$ cat src/rtl/serial_paralelo_pkg.sv
// Shared definitions for the PCI physical-layer serial lane: the COM
// alignment/idle character, byte geometry and the receiver state encoding.
// The transmitter imports this package for COM as well.
package serial_paralelo_pkg;

    // Alignment and idle fill character.
    localparam logic [7:0] COM = 8'hBC;

    // Byte geometry of the serial lane.
    localparam int BITS_PER_BYTE = 8;
    localparam int BCNT_W        = $clog2(BITS_PER_BYTE);

    // Value of the bit counter on the cycle that samples the last bit of a byte.
    localparam logic [BCNT_W-1:0] LAST_BIT = BCNT_W'(BITS_PER_BYTE - 1);

    // Receiver alignment state.
    typedef enum logic [1:0] {
        UNALIGNED = 2'd0,
        ALIGNING  = 2'd1,
        ACTIVE    = 2'd2
    } rx_state_t;

    // True when a received byte is the given comma character.
    function automatic logic is_comma(input logic [7:0] rx_byte, input logic [7:0] comma);
        return rx_byte == comma;
    endfunction

endpackage

$ cat src/rtl/serial_paralelo_rx_if.sv
// Lane-side bundle of the serial-to-parallel receiver: the serial bit in,
// the recovered byte with its qualifiers out. The receiver is the slave,
// the serial source / byte consumer side is the master.
interface serial_paralelo_rx_if;
    import serial_paralelo_pkg::*;

    logic                     data_in;
    logic [BITS_PER_BYTE-1:0] data_out;
    logic                     valid_out;
    logic                     byte_strb;
    logic                     active;

    modport master (
        output data_in,
        input  data_out,
        input  valid_out,
        input  byte_strb,
        input  active
    );

    modport slave (
        input  data_in,
        output data_out,
        output valid_out,
        output byte_strb,
        output active
    );

endinterface

$ cat src/rtl/rx_shift_reg.sv
// Serial input shifter. Presents the byte that would be complete if the
// current bit were the last one of a byte, so the controller can test for
// COM on every cycle without waiting for the shift to settle.
module rx_shift_reg
    import serial_paralelo_pkg::*;
(
    input  logic                     clk_32f,
    input  logic                     reset,
    input  logic                     data_in,
    output logic [BITS_PER_BYTE-1:0] candidate
);

    logic [BITS_PER_BYTE-1:0] sr;

    // The oldest bit falls off the window before it is ever part of a
    // candidate, so it is carried only to keep the register byte-wide.
    logic unused_sr_msb;

    assign candidate     = {sr[BITS_PER_BYTE-2:0], data_in};
    assign unused_sr_msb = sr[BITS_PER_BYTE-1];

    // Shift one bit in per cycle, MSB of each byte arrives first.
    always_ff @(posedge clk_32f or negedge reset) begin
        if (!reset) begin
            sr <= '0;
        end else begin
            sr <= candidate;
        end
    end

endmodule

$ cat src/rtl/serial_paralelo_rx.sv
// Serial-to-parallel receiver. Hunts for COM at any bit offset, confirms
// byte alignment on COMMA_COUNT consecutive aligned COMs, then delivers one
// byte every eight cycles, flagging non-COM bytes as valid data. Once
// active it stays active until reset.
module serial_paralelo_rx
    import serial_paralelo_pkg::*;
#(
    parameter logic [7:0] COMMA       = COM,
    parameter int         COMMA_COUNT = 4
)(
    input logic                  clk_32f,
    input logic                  reset,
    serial_paralelo_rx_if.slave  bus
);

    localparam logic [3:0] COMMA_TARGET = 4'(COMMA_COUNT);
    localparam bit         SINGLE_COM   = (COMMA_COUNT == 1);

    logic [BITS_PER_BYTE-1:0] candidate;
    logic                     cand_is_comma;
    logic                     boundary;

    rx_state_t                state;
    logic [BCNT_W-1:0]        bit_cnt;
    logic [3:0]               comma_cnt;
    logic [3:0]               comma_next;

    logic [BITS_PER_BYTE-1:0] data_q;
    logic                     valid_q;
    logic                     strb_q;
    logic                     active_q;

    rx_shift_reg u_shift (
        .clk_32f   (clk_32f),
        .reset     (reset),
        .data_in   (bus.data_in),
        .candidate (candidate)
    );

    assign cand_is_comma = is_comma(candidate, COMMA);
    assign boundary      = (bit_cnt == LAST_BIT);
    assign comma_next    = comma_cnt + 4'd1;

    assign bus.data_out  = data_q;
    assign bus.valid_out = valid_q;
    assign bus.byte_strb = strb_q;
    assign bus.active    = active_q;

    // Alignment FSM with bit/COM counters and registered byte outputs.
    always_ff @(posedge clk_32f or negedge reset) begin
        if (!reset) begin
            state     <= UNALIGNED;
            bit_cnt   <= '0;
            comma_cnt <= '0;
            data_q    <= '0;
            valid_q   <= 1'b0;
            strb_q    <= 1'b0;
            active_q  <= 1'b0;
        end else begin
            strb_q  <= 1'b0;
            // Free-running; wraps from the last bit back to zero. Realigned
            // when the first COM is found.
            bit_cnt <= bit_cnt + BCNT_W'(1);

            case (state)
                UNALIGNED: begin
                    // Any bit offset is acceptable here; the COM that matches
                    // defines where bytes start from now on.
                    if (cand_is_comma) begin
                        bit_cnt   <= '0;
                        comma_cnt <= 4'd1;
                        if (SINGLE_COM) begin
                            state    <= ACTIVE;
                            active_q <= 1'b1;
                        end else begin
                            state <= ALIGNING;
                        end
                    end
                end

                ALIGNING: begin
                    if (boundary) begin
                        strb_q <= 1'b1;
                        if (cand_is_comma) begin
                            comma_cnt <= comma_next;
                            if (comma_next == COMMA_TARGET) begin
                                state    <= ACTIVE;
                                active_q <= 1'b1;
                            end
                        end else begin
                            // A non-COM at an aligned position means the
                            // first match was a false lock.
                            comma_cnt <= '0;
                            state     <= UNALIGNED;
                        end
                    end
                end

                ACTIVE: begin
                    if (boundary) begin
                        strb_q <= 1'b1;
                        if (cand_is_comma) begin
                            // Idle fill: keep the last data byte, drop valid.
                            valid_q <= 1'b0;
                        end else begin
                            data_q  <= candidate;
                            valid_q <= 1'b1;
                        end
                    end
                end

                default: begin
                    state <= UNALIGNED;
                end
            endcase
        end
    end

endmodule

$ cat src/flat_wrapper.sv
// flat-port wrapper written by rule: the top's interface ports become plain ports
module serial_paralelo_rx_flat import serial_paralelo_pkg::*;
#(
    parameter logic [7:0] COMMA       = COM,
    parameter int         COMMA_COUNT = 4
)
  (clk_32f, reset, bus_data_in, bus_data_out, bus_valid_out, bus_byte_strb, bus_active);
  serial_paralelo_rx_if bus_i ();
  input logic clk_32f;
  input logic reset;
  input wire logic [$bits(bus_i.data_in)-1:0] bus_data_in;
  output wire logic [$bits(bus_i.data_out)-1:0] bus_data_out;
  output wire logic [$bits(bus_i.valid_out)-1:0] bus_valid_out;
  output wire logic [$bits(bus_i.byte_strb)-1:0] bus_byte_strb;
  output wire logic [$bits(bus_i.active)-1:0] bus_active;
  assign bus_i.data_in = bus_data_in;
  assign bus_data_out = bus_i.data_out;
  assign bus_valid_out = bus_i.valid_out;
  assign bus_byte_strb = bus_i.byte_strb;
  assign bus_active = bus_i.active;
  serial_paralelo_rx #(.COMMA(COMMA), .COMMA_COUNT(COMMA_COUNT)) u_core (.clk_32f(clk_32f), .reset(reset), .bus(bus_i));
endmodule
$ cat config.mk
export PLATFORM = sky130hd
export DESIGN_NAME = serial_paralelo_rx_flat
export DESIGN_NICKNAME = d
export VERILOG_FILES = /design/src/rtl/serial_paralelo_pkg.sv /design/src/rtl/serial_paralelo_rx_if.sv /design/src/rtl/rx_shift_reg.sv /design/src/rtl/serial_paralelo_rx.sv /design/src/flat_wrapper.sv
export SDC_FILE = /design/constraint.sdc
export NUM_CORES = 1
export LEC_CHECK = 0
export CORE_ASPECT_RATIO = 0.8
export CORE_UTILIZATION = 65
export DETAILED_ROUTE_END_ITERATION = 8
export DONT_BUFFER_PORTS = 1
export PLACE_DENSITY = 0.81
export RECOVER_POWER = 25
export SYNTH_ARGS = -nofsm -noshare
export SYNTH_HDL_FRONTEND = slang
export SYNTH_SLANG_ARGS = --single-unit
$ cat constraint.sdc
create_clock -name clk_32f -period 4.1 [get_ports clk_32f]
set_input_delay 1.025 -clock clk_32f [delete_from_list [all_inputs] [get_ports clk_32f]]
set_output_delay 1.025 -clock clk_32f [all_outputs]
set_load 0.005 [all_outputs]
==> impl_metrics.env <==
export IMPL_status="complete, no violations"
export IMPL_die_w_um=51.7
export IMPL_die_h_um=41.8
export IMPL_drv_slew=0
export IMPL_tightest_slew_ps=415
export IMPL_ys_types=32
export IMPL_ys_flop_type="dfrtp_1"
export IMPL_clk_latency_ps=320
export IMPL_cts_tree="done"
export IMPL_finalSetupViolCount=0
export IMPL_worst_ep_required_time_ps=3070
export IMPL_drt_iter0_drc=5
export IMPL_final_cell_mix="dfrtp_1, mux2_4, ha_1"
export IMPL_async_reset_ff_share_pct=100
export IMPL_cp_end_kind="output pin"
export IMPL_synth_seq_cells=27
export IMPL_max_freq_mhz=561
export IMPL_core_area_sq_um=1740
export IMPL_p_leak_nw=0.628
export IMPL_ir_drop_uv=392
export IMPL_yosysSeqAreaShare_pct=52.6
export IMPL_worstSetupPathType="flop to output pin"
export IMPL_cts_buffers=3
export IMPL_cts_sink_count=27
export IMPL_area_growth_pct=3.89
export IMPL_grt_max_degree=28
export IMPL_avgSynthCellArea_sq_um=14.3
export IMPL_drv_cap=0
export IMPL_antenna_found_initial=0
export IMPL_worstHoldPathType="input pin to asynchronous set/reset pin"
export IMPL_period_share_pct=43.5
export IMPL_syn_inst=90
export IMPL_r2r_end="u_core.state[0]$_DFFE_PN0P_"
export IMPL_finalWirelength_um=2170
export IMPL_ctsResizeCount=0
export IMPL_post_cts_buffers=0
export IMPL_reg2reg_from="u_core.comma_cnt[0]$_DFFE_PN0P_"
export IMPL_die_area_sq_um=2160
export IMPL_drtAntennaViolNets=0
export IMPL_place_area_sq_um=1310
export IMPL_fin_crit_ps=1780
export IMPL_place_inst=111
export IMPL_clkSlewWorstSetupHoldPaths_ps=130
export IMPL_avgRoutedWirePerCell_um=18.8
export IMPL_place_hpwl_um=1630
export IMPL_grt_remaining_overflow=0
export IMPL_dr_pass1_iters=2
export IMPL_holdBufCountCts=0
export IMPL_netlist_area_sq_um=1280
export IMPL_io_buffers=0
export IMPL_std_cell_rows=13
export IMPL_r2r_slack_ps=2370
export IMPL_synth_largest_area_cell="dfrtp_1"
export IMPL_vias=745
export IMPL_synth_edf_count=0
export IMPL_grt_setup_unrepaired="no"
export IMPL_nFillCells=97
export IMPL_worst_clock_skew_ps=3.01
export IMPL_pin_count=14
export IMPL_final_area_sq_um=1340
export IMPL_cts_buffer_depth=2
export IMPL_yosys_warnings=0
export IMPL_viasPerCell=6.48
export IMPL_start_util_pct=73.8
export IMPL_place_congestion=0.855
export IMPL_h_tree_depth=1
export IMPL_synthTopCellsByArea="dfrtp_1, mux2_4, ha_1, nor2_8, a22o_1"
export IMPL_clock_root_buffer="clkbuf_4"
export IMPL_timing_slew_headroom_pct=72.2
export IMPL_start_kind="flop"
export IMPL_syn_nets=100
export IMPL_hold_violations=0
export IMPL_multi_input_area_sq_um=587
export IMPL_crit_arrival_ps=760
export IMPL_power_density_nw_per_um2=336
export IMPL_final_common_cell="dfrtp_1"
export IMPL_cp_max_fo=2
export IMPL_antennaDiodeCount=0
export IMPL_drive_above_1_share_pct=21.5
export IMPL_final_cells=115
export IMPL_fin_nets=104
export IMPL_grt_usage_pct=24.3
export IMPL_synth_top_area_share_pct=52.6
export IMPL_tns_ps=0
export IMPL_regArea_sq_um=676
export IMPL_grt_pass1_vias=798
export IMPL_route_detailed_drc=0
export IMPL_grt_first_pass_wirelength_um=3660
export IMPL_r2r_worst_path_cells=5
[cells in the mapped netlist, types with 2 or more instances]
| cell type | count |
|---|---|
| o2bb2ai_1 | 2 |
| nor2_8 | 2 |
| nand2_1 | 2 |
| nor2b_1 | 2 |
| a22o_1 | 4 |
| ha_1 | 7 |
| o31ai_1 | 2 |
| mux2_4 | 8 |
| a21boi_0 | 3 |
| inv_1 | 5 |
| a21o_1 | 2 |
| a21oi_1 | 5 |
| dfrtp_1 | 27 |
[flip-flops by register name, indices dropped and copies added (netlist names)]
name,cells
u_core.bus.byte_strb,1
u_core.u_shift.sr,7
u_core.bus.active,1
u_core.state,2
u_core.bit_cnt,3
u_core.bus.valid_out,1
u_core.bus.data_out,8
u_core.comma_cnt,4
[layer usage]
metal	track usage (%)	routed length, um	vias up
met5	0	0	-
met4	7.57	57	0
met3	8.06	91	6
met2	39.0	1040	16
met1	31.0	971	378
li1	-	-	345
[worst register-to-register path, delay by kind of cell, from the launching register on]
kind                     cells  cell delay (ps)
AO/OA/AOI/OAI                3              650
flip-flops                   1              500
adder cells (fa/ha/maj)      1              290
AND/OR/NAND/NOR              1              180
[where the power goes]
group | switching, W | leakage (nW) | total (W) | internal [W]
Clock | 0.0000722 | 0.0150 | 0.000110 | 0.0000381
Combinational | 0.0000257 | 0.269 | 0.0000446 | 0.0000190
Sequential | 0.0000106 | 0.343 | 0.000294 | 0.000283
Total | 0.000108 | 0.628 | 0.000449 | 0.000340
[through the flow]
stage / power [W] / setup slack [ps] / hold WS [ps] / utilization, %
2_1_floorplan: 0.000330 / 2070 / 375 / -
3_3_place_gp: 0.000337 / 2030 / 388 / 75.2
3_5_place_dp: 0.000345 / 1990 / 411 / 75.2
4_1_cts: 0.000453 / 2320 / 367 / 76.7
5_1_grt: 0.000471 / 2240 / 345 / 76.7
6_report: 0.000449 / 2320 / 377 / 76.7
[kinds of logic (layout without fill, tap and decap cells)]
logic type               Yosys count  count (layout)  synth area share (%)
flip-flops                        27              27                  52.6
buffers and inverters              6               9                  1.75
adder cells (fa/ha/maj)            7               7                  6.82
AO/OA/AOI/OAI                     27              27                  16.1
multiplexers                       8               8                  9.35
AND/OR/NAND/NOR                   15              15                  13.4
[layout make-up]
type	instances	area share [%]
Clock buffer	4	1.97
Tap cell	22	2.06
Multi-Input combinational cell	57	44.0
Inverter	5	1.41
Sequential cell	27	50.6
[worst max path at each step]
| stage | endpoint | startpoint | cells past startpoint |
|---|---|---|---|
| final | bus_data_out[3] | u_core.bus.data_out[3]$_DFFE_PN0P_ | 0 |
| after CTS | bus_data_out[3] | u_core.bus.data_out[3]$_DFFE_PN0P_ | 0 |
| after global placement | u_core.comma_cnt[2]$_DFFE_PN0P_ | bus_data_in | 4 |
| after global routing | u_core.state[0]$_DFFE_PN0P_ | u_core.comma_cnt[0]$_DFFE_PN0P_ | 5 |
| after detailed placement | u_core.bus.data_out[3]$_DFFE_PN0P_ | bus_data_in | 4 |
| after floorplan | u_core.bus.data_out[0]$_DFFE_PN0P_ | bus_data_in | 4 |
(Power assumes the default switching activity.)
